$ cat src/rtl/stream_demux_1to2_pkg.sv
// -----------------------------------------------------------------------------
// stream_demux_1to2_pkg
//   Shared constants and helpers for the 1-to-2 stream demultiplexer.
//   The FIFO depth stays private to fifo_2entry. This package only carries
//   the fan-out count and the routing decode that the top level uses.
// -----------------------------------------------------------------------------
package stream_demux_1to2_pkg;

   // Number of output streams the demux fans out to.
   localparam int NUM_OUTS = 2;

   // True when a word steered by 'sel' belongs to output 'idx'.
   function automatic logic routed_to(input logic sel, input int idx);
      return (int'(sel) == idx);
   endfunction

endpackage

$ cat src/rtl/fifo_2entry.sv
// -----------------------------------------------------------------------------
// fifo_2entry
//   Two-entry synchronous FIFO with a registered occupancy count.
//   The read and write pointers are single bits, so they wrap from 1 back
//   to 0 without any extra logic. A push while full is ignored, and so is
//   a pop while empty. This keeps the occupancy within 0..2 even if the
//   caller does not gate its requests.
//
// Ports
//   clk        : rising-edge clock
//   reset      : asynchronous active-high reset of pointers and count
//   push       : write push_data this cycle (ignored when full)
//   push_data  : word to store
//   pop        : discard the head word this cycle (ignored when empty)
//   pop_data   : head word; don't-care when empty
//   full       : two words held
//   empty      : no words held
// -----------------------------------------------------------------------------
module fifo_2entry #(
   parameter int DATA_WIDTH = 8
) (
   input  logic                  clk,
   input  logic                  reset,
   input  logic                  push,
   input  logic [DATA_WIDTH-1:0] push_data,
   input  logic                  pop,
   output logic [DATA_WIDTH-1:0] pop_data,
   output logic                  full,
   output logic                  empty
);

   localparam int          DEPTH     = 2;
   localparam logic [1:0]  COUNT_MAX = 2'(DEPTH);

   logic [DATA_WIDTH-1:0] mem [DEPTH];
   logic                  wr_ptr;
   logic                  rd_ptr;
   logic [1:0]            count;
   logic                  do_push;
   logic                  do_pop;

   assign full    = (count == COUNT_MAX);
   assign empty   = (count == 2'd0);
   assign do_push = push & ~full;
   assign do_pop  = pop & ~empty;

   // Control state: pointers and occupancy. A simultaneous push and pop
   // advances both pointers and leaves the count unchanged.
   always_ff @(posedge clk or posedge reset) begin
      if (reset) begin
         wr_ptr <= 1'b0;
         rd_ptr <= 1'b0;
         count  <= 2'd0;
      end else begin
         if (do_push) wr_ptr <= ~wr_ptr;
         if (do_pop)  rd_ptr <= ~rd_ptr;
         case ({do_push, do_pop})
            2'b10:   count <= count + 2'd1;
            2'b01:   count <= count - 2'd1;
            default: count <= count;
         endcase
      end
   end

   // Storage is data only. A reset empties the queue through the count,
   // so the stale contents are never observed.
   always_ff @(posedge clk) begin
      if (do_push) mem[wr_ptr] <= push_data;
   end

   assign pop_data = mem[rd_ptr];

endmodule

$ cat src/rtl/stream_demux_1to2.sv
// -----------------------------------------------------------------------------
// stream_demux_1to2
//   Routes one valid/ready input stream to one of two outputs. Each output
//   has its own 2-entry FIFO, so a stall on one output never blocks words
//   bound for the other.
//   in_ready depends only on the registered fullness of the selected queue,
//   never on out_ready. A full queue therefore refuses a push even in a
//   cycle where it is being drained. The push is accepted one cycle later.
//
// Ports
//   clk        : rising-edge clock
//   reset      : asynchronous active-high reset; empties both queues
//   in_data    : word offered by upstream
//   in_sel     : destination of in_data (0 -> out 0, 1 -> out 1)
//   in_valid   : upstream word valid
//   in_ready   : selected queue has room this cycle
//   out_vec    : head word of each queue (don't-care when not valid)
//   out_valid  : queue i holds at least one word
//   out_ready  : downstream i consumes out_vec[i]
//   out_empty  : queue i holds no words
// -----------------------------------------------------------------------------
module stream_demux_1to2
   import stream_demux_1to2_pkg::*;
#(
   parameter int DATA_WIDTH = 8
) (
   input  logic                  clk,
   input  logic                  reset,
   input  logic [DATA_WIDTH-1:0] in_data,
   input  logic                  in_sel,
   input  logic                  in_valid,
   output logic                  in_ready,
   output logic [DATA_WIDTH-1:0] out_vec [1:0],
   output logic [1:0]            out_valid,
   input  logic [1:0]            out_ready,
   output logic [1:0]            out_empty
);

   logic [NUM_OUTS-1:0] push;
   logic [NUM_OUTS-1:0] pop;
   logic [NUM_OUTS-1:0] full;
   logic [NUM_OUTS-1:0] empty;
   logic                in_xfer;

   assign in_ready = ~full[in_sel];
   assign in_xfer  = in_valid & in_ready;

   for (genvar i = 0; i < NUM_OUTS; i++) begin : g_out
      // Pops are qualified by occupancy, so out_ready on an idle output
      // has no effect.
      assign push[i] = in_xfer & routed_to(in_sel, i);
      assign pop[i]  = out_ready[i] & ~empty[i];

      fifo_2entry #(
         .DATA_WIDTH (DATA_WIDTH)
      ) u_fifo (
         .clk       (clk),
         .reset     (reset),
         .push      (push[i]),
         .push_data (in_data),
         .pop       (pop[i]),
         .pop_data  (out_vec[i]),
         .full      (full[i]),
         .empty     (empty[i])
      );

      assign out_valid[i] = ~empty[i];
      assign out_empty[i] = empty[i];
   end

endmodule

$ cat config.mk
export PLATFORM = sky130hd
export DESIGN_NAME = stream_demux_1to2
export DESIGN_NICKNAME = d
export VERILOG_FILES = /design/src/rtl/stream_demux_1to2_pkg.sv /design/src/rtl/fifo_2entry.sv /design/src/rtl/stream_demux_1to2.sv
export SDC_FILE = /design/constraint.sdc
export NUM_CORES = 1
export LEC_CHECK = 0
export CORE_AREA = 3 3 68 54
export DETAILED_ROUTE_END_ITERATION = 16
export DIE_AREA = 0 0 71 57
export HOLD_SLACK_MARGIN = 0.06
export PLACE_DENSITY = 0.86
export SLEW_MARGIN = 10
export SYNTH_ARGS = -nofsm -noshare
export SYNTH_HDL_FRONTEND = slang
export SYNTH_SLANG_ARGS = --single-unit
$ cat constraint.sdc
create_clock -name clk -period 2.9 [get_ports clk]
set_clock_uncertainty 0.05 [all_clocks]
set_input_delay 0.58 -clock clk [delete_from_list [all_inputs] [get_ports clk]]
set_output_delay 0.58 -clock clk [all_outputs]
set_load 0.01 [all_outputs]
# After elaboration in Yosys (flattened, before gate mapping)
# Memories as Yosys holds them, arrays and structs flattened.
# Cells that the tools add are included.
totals:
  reg_bits: 8
  mem_bits_rw: 32
  word_cells: 50
  memories: 2
classes:
  n_addsub: 4
  order_cmp: 1
  n_eq_ne: 6
  muxes: 8
  bitwise_logic: 19
  n_reduce_logical: 4
mem_list:
  columns: ["memory", "depth", "word_bits", "rd", "rd_ports_with_merged_regs", "wr", "line", "text"]
  rows:
  - ["g_out[0].u_fifo.mem", 2, 8, 1, 0, 1, "fifo_2entry.sv:35", "logic [DATA_WIDTH-1:0] mem [DEPTH];"]
  - ["g_out[1].u_fifo.mem", 2, 8, 1, 0, 1, "fifo_2entry.sv:35", null]
ops:
  columns: ["op", "count"]
  rows:
  - ["$not 1->1", 10]
  - ["$and 1x1->1", 9]
  - ["$eq 2x2->1 const B", 4]
  - ["$pmux 2 s2", 2]
  - ["$mux 1", 6]
  - ["$add 2x1->2 const B", 2]
  - ["$eq 2x1->1 const B", 2]
  - ["$logic_not 2->1", 2]
  - ["$reduce_bool 2->1", 2]
  - ["$sub 2x1->2 const B", 2]
  - ["$lt 1x2->1 const B", 1]

# Logic depth before layout (Yosys ltp)
logic_depth:
  ltp_word: 9
  ltp_mapped: 6

# Cells and area by module
# From an unflattened synthesis, not the netlist that was laid out.
hier_totals:
  cells_unflattened: 95
  area_unflattened_um2: 1597.8
by_module_without_submodules:
  columns: ["mod", "instances", "cells_each", "area_per_inst_um2"]
  rows:
  - ["fifo_2entry", 2, 44, 775.7]
  - ["stream_demux_1to2", 1, 7, 46.3]

# Worst setup path after synthesis
# OpenSTA, ideal clock, no wires.
synth_timing:
  kind: "input-to-reg"
  startpoint: "input in_sel"
  endpoint: "memory g_out[0].u_fifo.mem[1][0], enable pin"
  arrival_time_ns: 1.191
  slack_ns: 1.289
  cell_stages: 2
  path_buffers: 0
  cell_sequence: "nand3b_1 > nor2_1"
synth_via:
  elab_chain_cells: 8
synth_rtl:
  columns: ["item", "line", "text"]
  rows:
  - ["from (decl)", "stream_demux_1to2.sv:30", "input logic in_sel,"]
  - ["$mux 1 (implied by the code) (2 in a row)", "stream_demux_1to2.sv:45", "assign in_ready = ~full[in_sel];"]
  - ["$not 1->1", "stream_demux_1to2.sv:45", null]
  - ["$and 1x1->1", "stream_demux_1to2.sv:46", "assign in_xfer = in_valid & in_ready;"]
  - ["$and 1x1->1 (*)", "stream_demux_1to2.sv:51", "assign push[i] = in_xfer & routed_to(in_sel, i);"]
  - ["$and 1x1->1 (*)", "fifo_2entry.sv:44", "assign do_push = push & ~full;"]
  - ["$mux 1 (*)", "fifo_2entry.sv:68", "if (do_push) mem[wr_ptr] <= push_data;"]
  - ["$mux 1 (implied by the code) (*)", "fifo_2entry.sv:68", null]
  - ["to (decl)", "fifo_2entry.sv:35", null]
# Mark *: on every way between the ends. The rest lies on a longest branch, timed or not. The select of a mux whose other input is x is not followed.

# Worst setup path in the final report
layout_timing:
  startpoint: "input in_sel"
  endpoint: "output in_ready"
layout_via:
  elab_chain_cells: 3
layout_rtl:
  columns: ["item", "line", "text"]
  rows:
  - ["$mux 1 (implied by the code) (2 in a row)", "stream_demux_1to2.sv:45", null]
  - ["$not 1->1", "stream_demux_1to2.sv:45", null]
  - ["to (decl)", "stream_demux_1to2.sv:32", "output logic in_ready,"]
# Every way passes these cells. The select of a mux whose other input is x is not followed.

==> summary.md <==
| Metric | Value |
|---|---|
| Row cnt | `17` |
| Gate Count Post-Synth | `roughly 90` |
| Leak | `a little under 0.8 nW` |
| H-tree Lvls | `2` |
| Max VDD drop | `just over 0.7 mV` |
| Setup TNS | `0 ps` |
| Flop and latch count out of synthesis | `40` |
| F_max | `a little under 400 MHz` |
| Crit path launch type | `input port` |
| Cell Area, Synth | `between 1500 and 2000 µm²` |
| RSZ-0062 raised after global routing | `no` |
| Initial antenna violation count | `0` |
| Syn nets | `108` |
| Gr usage total | `15.3%` |
| Vias after detailed routing | `855` |
| Avg WL per Cell | `15.8 µm` |
| Pwr/cell area | `944 nW/µm²` |
| Status | `finished clean` |
| Drt initial violations | `52` |
| Ant diodes | `0` |
| Antenna Nets Post-Route | `0` |
| Drt drc | `0` |
| WHS | `about 440 ps` |
| Core area | `between 2000 and 3000 µm²` |
| Combinational power share | `about 34%` |
| Clock tree from TritonCTS | `yes` |
| Xor and xnor area share after synthesis | `under 10%` |
| Critical path class | `input port to primary output` |
| Clock latency on the worst-skew pair | `~280 ps` |
| Part of the power in registers | `43.4%` |
| Sw Share | `28.1%` |
| Pre-Repair DR Iteration Count | `4` |
| Root Buffer | `clkbuf_8` |
| Layout cells sized above 1 | `between 20 and 25%` |
| Layout net count | `~150` |
| Final Hold Vio Count | `0` |
| CTS resizes | `0` |
| Setup bufs post-CTS | `0` |
| Adder-cell area share of the yosys netlist | `under 10%` |
| Total clock sinks | `40` |
| Clk pin slew, worst setup/hold paths | `70 ps` |
| Register area share after synthesis | `73.2%` |
| Clock buffer depth | `2` |
| Layout overhead on the synthesized area | `31.8%` |
| PortBufs | `34` |
| Hold Path Origin | `g_out[0].u_fifo.count[1]` |
| Yosys warnings | `0` |
| Sw Pwr | `between 500 and 600 µW` |
| Die Span Y | `57 µm` |
| Slew @ Worst Pin | `about 420 ps` |
| Dpl hpwl | `1980 µm` |
| Distinct cell type count of the synthesized netlist | `15` |
| Die width | `71 µm` |
| I/O pins | `35` |
| Simple-gate share of the synthesized area | `roughly 4.9%` |
| Compound-gate portion of the synthesized area | `0%` |
| Worst endpoint required time | `2270 ps` |
| FF-to-FF Start | `g_out[0].u_fifo.count[0]` |
| Final WL | `roughly 2700 µm` |
| Largest net degree at the start of global routing | `14` |
| Via/cell ratio | `~5.0` |
| Effective utilization at floorplan | `53.3%` |
| Hold_buf cts | `0` |
| Max Slew Vio Count | `0` |
| Internal | `between 1 and 1.5 mW` |
| Worst min-delay path category | `register to register` |
| CTS Buf Count | `5` |
| Multiplexer share of the synthesized area | `between 10 and 15%` |
| Critical Path AT | `between 1500 and 2000 ps` |
| Setup Viol. Count Final | `0` |
| Fin crit share | `a little under 90%` |
| Crit. End Element | `primary output` |
| GR Overflow Total | `0` |
| Vias in the first global route | `approximately 940` |
| Placer Congestion | `0.707` |
| Clock network power share | `22.2%` |
| Fin crit period | `2510 ps` |
| Max_cap viols | `0` |
| Worst rel slew slack | `a little under three quarters` |
| Synthesized area per cell | `roughly 17 µm²` |
| Largest family of logic cells by synthesized area | `multiplexers` |
| Die area | `roughly 4000 µm²` |
| Crit. Startpoint | `in_sel` |
| CP Max Fanout | `3` |
| First-pass GRT wire length | `between 4000 and 5000 µm` |
==> cell usage in the layout, fill, tap and decap left out <==
master / synthesis / routed
clkinv_4: 0 / 1
nand2b_1: 2 / 2
nor2_1: 6 / 6
xnor2_1: 6 / 6
ha_1: 2 / 2
xor2_1: 4 / 4
bufinv_16: 0 / 1
edfxtp_1: 32 / 32
inv_1: 5 / 5
mux2_2: 17 / 17
and2_4: 2 / 2
clkbuf_8: 0 / 5
clkinv_1: 0 / 1
nand3b_1: 1 / 1
nand3_1: 1 / 1
buf_4: 2 / 4
or2_1: 2 / 2
clkdlybuf4s50_1: 0 / 34
dfrtp_1: 8 / 8
==> power by group through the flow <==
| stage | Combinational (mW) | Sequential (mW) | Clock, mW |
|---|---|---|---|
| after floorplan | 0.441 | 0.800 | 0 |
| after global placement | 0.666 | 0.858 | 0 |
| after detailed placement | 0.682 | 0.870 | 0 |
| after CTS | 0.690 | 0.860 | 0.447 |
| after global routing | 0.728 | 0.874 | 0.480 |
| final | 0.679 | 0.856 | 0.437 |
==> logic make-up after synthesis <==
family,count (synthesis)
and+or+nand+nor,14
DFF,40
buffers and inverters,9
adders and majority gates,2
muxes,17
xor gates and xnor gates,10
==> worst max-delay path, cell delays in order <==
cell and delay [ps]:
clkdlybuf4s50_1 490, mux2_2 340, clkdlybuf4s50_1 470
==> stage by stage <==
stage | area (µm²) | total power [mW] | utilization, % | cells | setup WS, ps
floorplan | 1590 | 1.24 | - | 92 | 1290
global route | 2090 | 2.08 | 70.2 | 172 | 336
global placement | 1980 | 1.52 | 66.5 | 164 | 389
detailed placement | 1980 | 1.55 | 66.5 | 164 | 389
finish | 2090 | 1.97 | 70.2 | 172 | 386
CTS | 2090 | 2.00 | 70.2 | 172 | 382
==> state kept, by name, summed over array words and instances (netlist names) <==
register,flops
g_out.u_fifo.rd_ptr,2
g_out.u_fifo.count,4
g_out.u_fifo.mem,32
g_out.u_fifo.wr_ptr,2
==> cell type report <==
class | count | area, µm²
flip-flops and latches | 40 | 1160
well taps | 38 | 47.5
clock inverters | 3 | 42.5
fillers | 206 | 887
clock buffers | 5 | 68.8
multi-input cells | 43 | 382
repair buffers | 38 | 370
inverters | 5 | 18.8
==> cells in the mapped netlist <==
| library cell | instances | share of area (%) |
|---|---|---|
| dfrtp_1 | 8 | 13 |
| mux2_2 | 17 | 12 |
| xor2_1 | 4 | 2.2 |
| or2_1 | 2 | 0.79 |
| edfxtp_1 | 32 | 61 |
| nand3b_1 | 1 | 0.47 |
| and2_4 | 2 | 1.1 |
| inv_1 | 5 | 1.2 |
| xnor2_1 | 6 | 3.3 |
| nand3_1 | 1 | 0.32 |
| nor2_1 | 6 | 1.4 |
| buf_2 | 2 | 0.63 |
| ha_1 | 2 | 1.6 |
| buf_4 | 2 | 0.95 |
| nand2b_1 | 2 | 0.79 |
==> layer usage <==
metal	routed length, µm	global-route usage, %	vias up
met3	163	6.16	2
met2	1390	25.5	30
li1	-	-	404
met1	1140	18.2	419
met5	0	0	-
met4	23	5.63	0
==> path summary, 6_finish.rpt <==
path	end	slack, ps	cells after the start
worst max-delay path	in_ready	390	3
worst min-delay path	g_out[0].u_fifo.count[1]	440	1
worst max register to register	g_out[0].u_fifo.mem[1][3]	1280	4
worst min register to register	g_out[0].u_fifo.count[1]	440	1
max in group asynchronous	g_out[1].u_fifo.wr_ptr	2070	2
min in group asynchronous	g_out[1].u_fifo.count[0]	500	2
No activity file was read; power rests on OpenSTA's default activity.
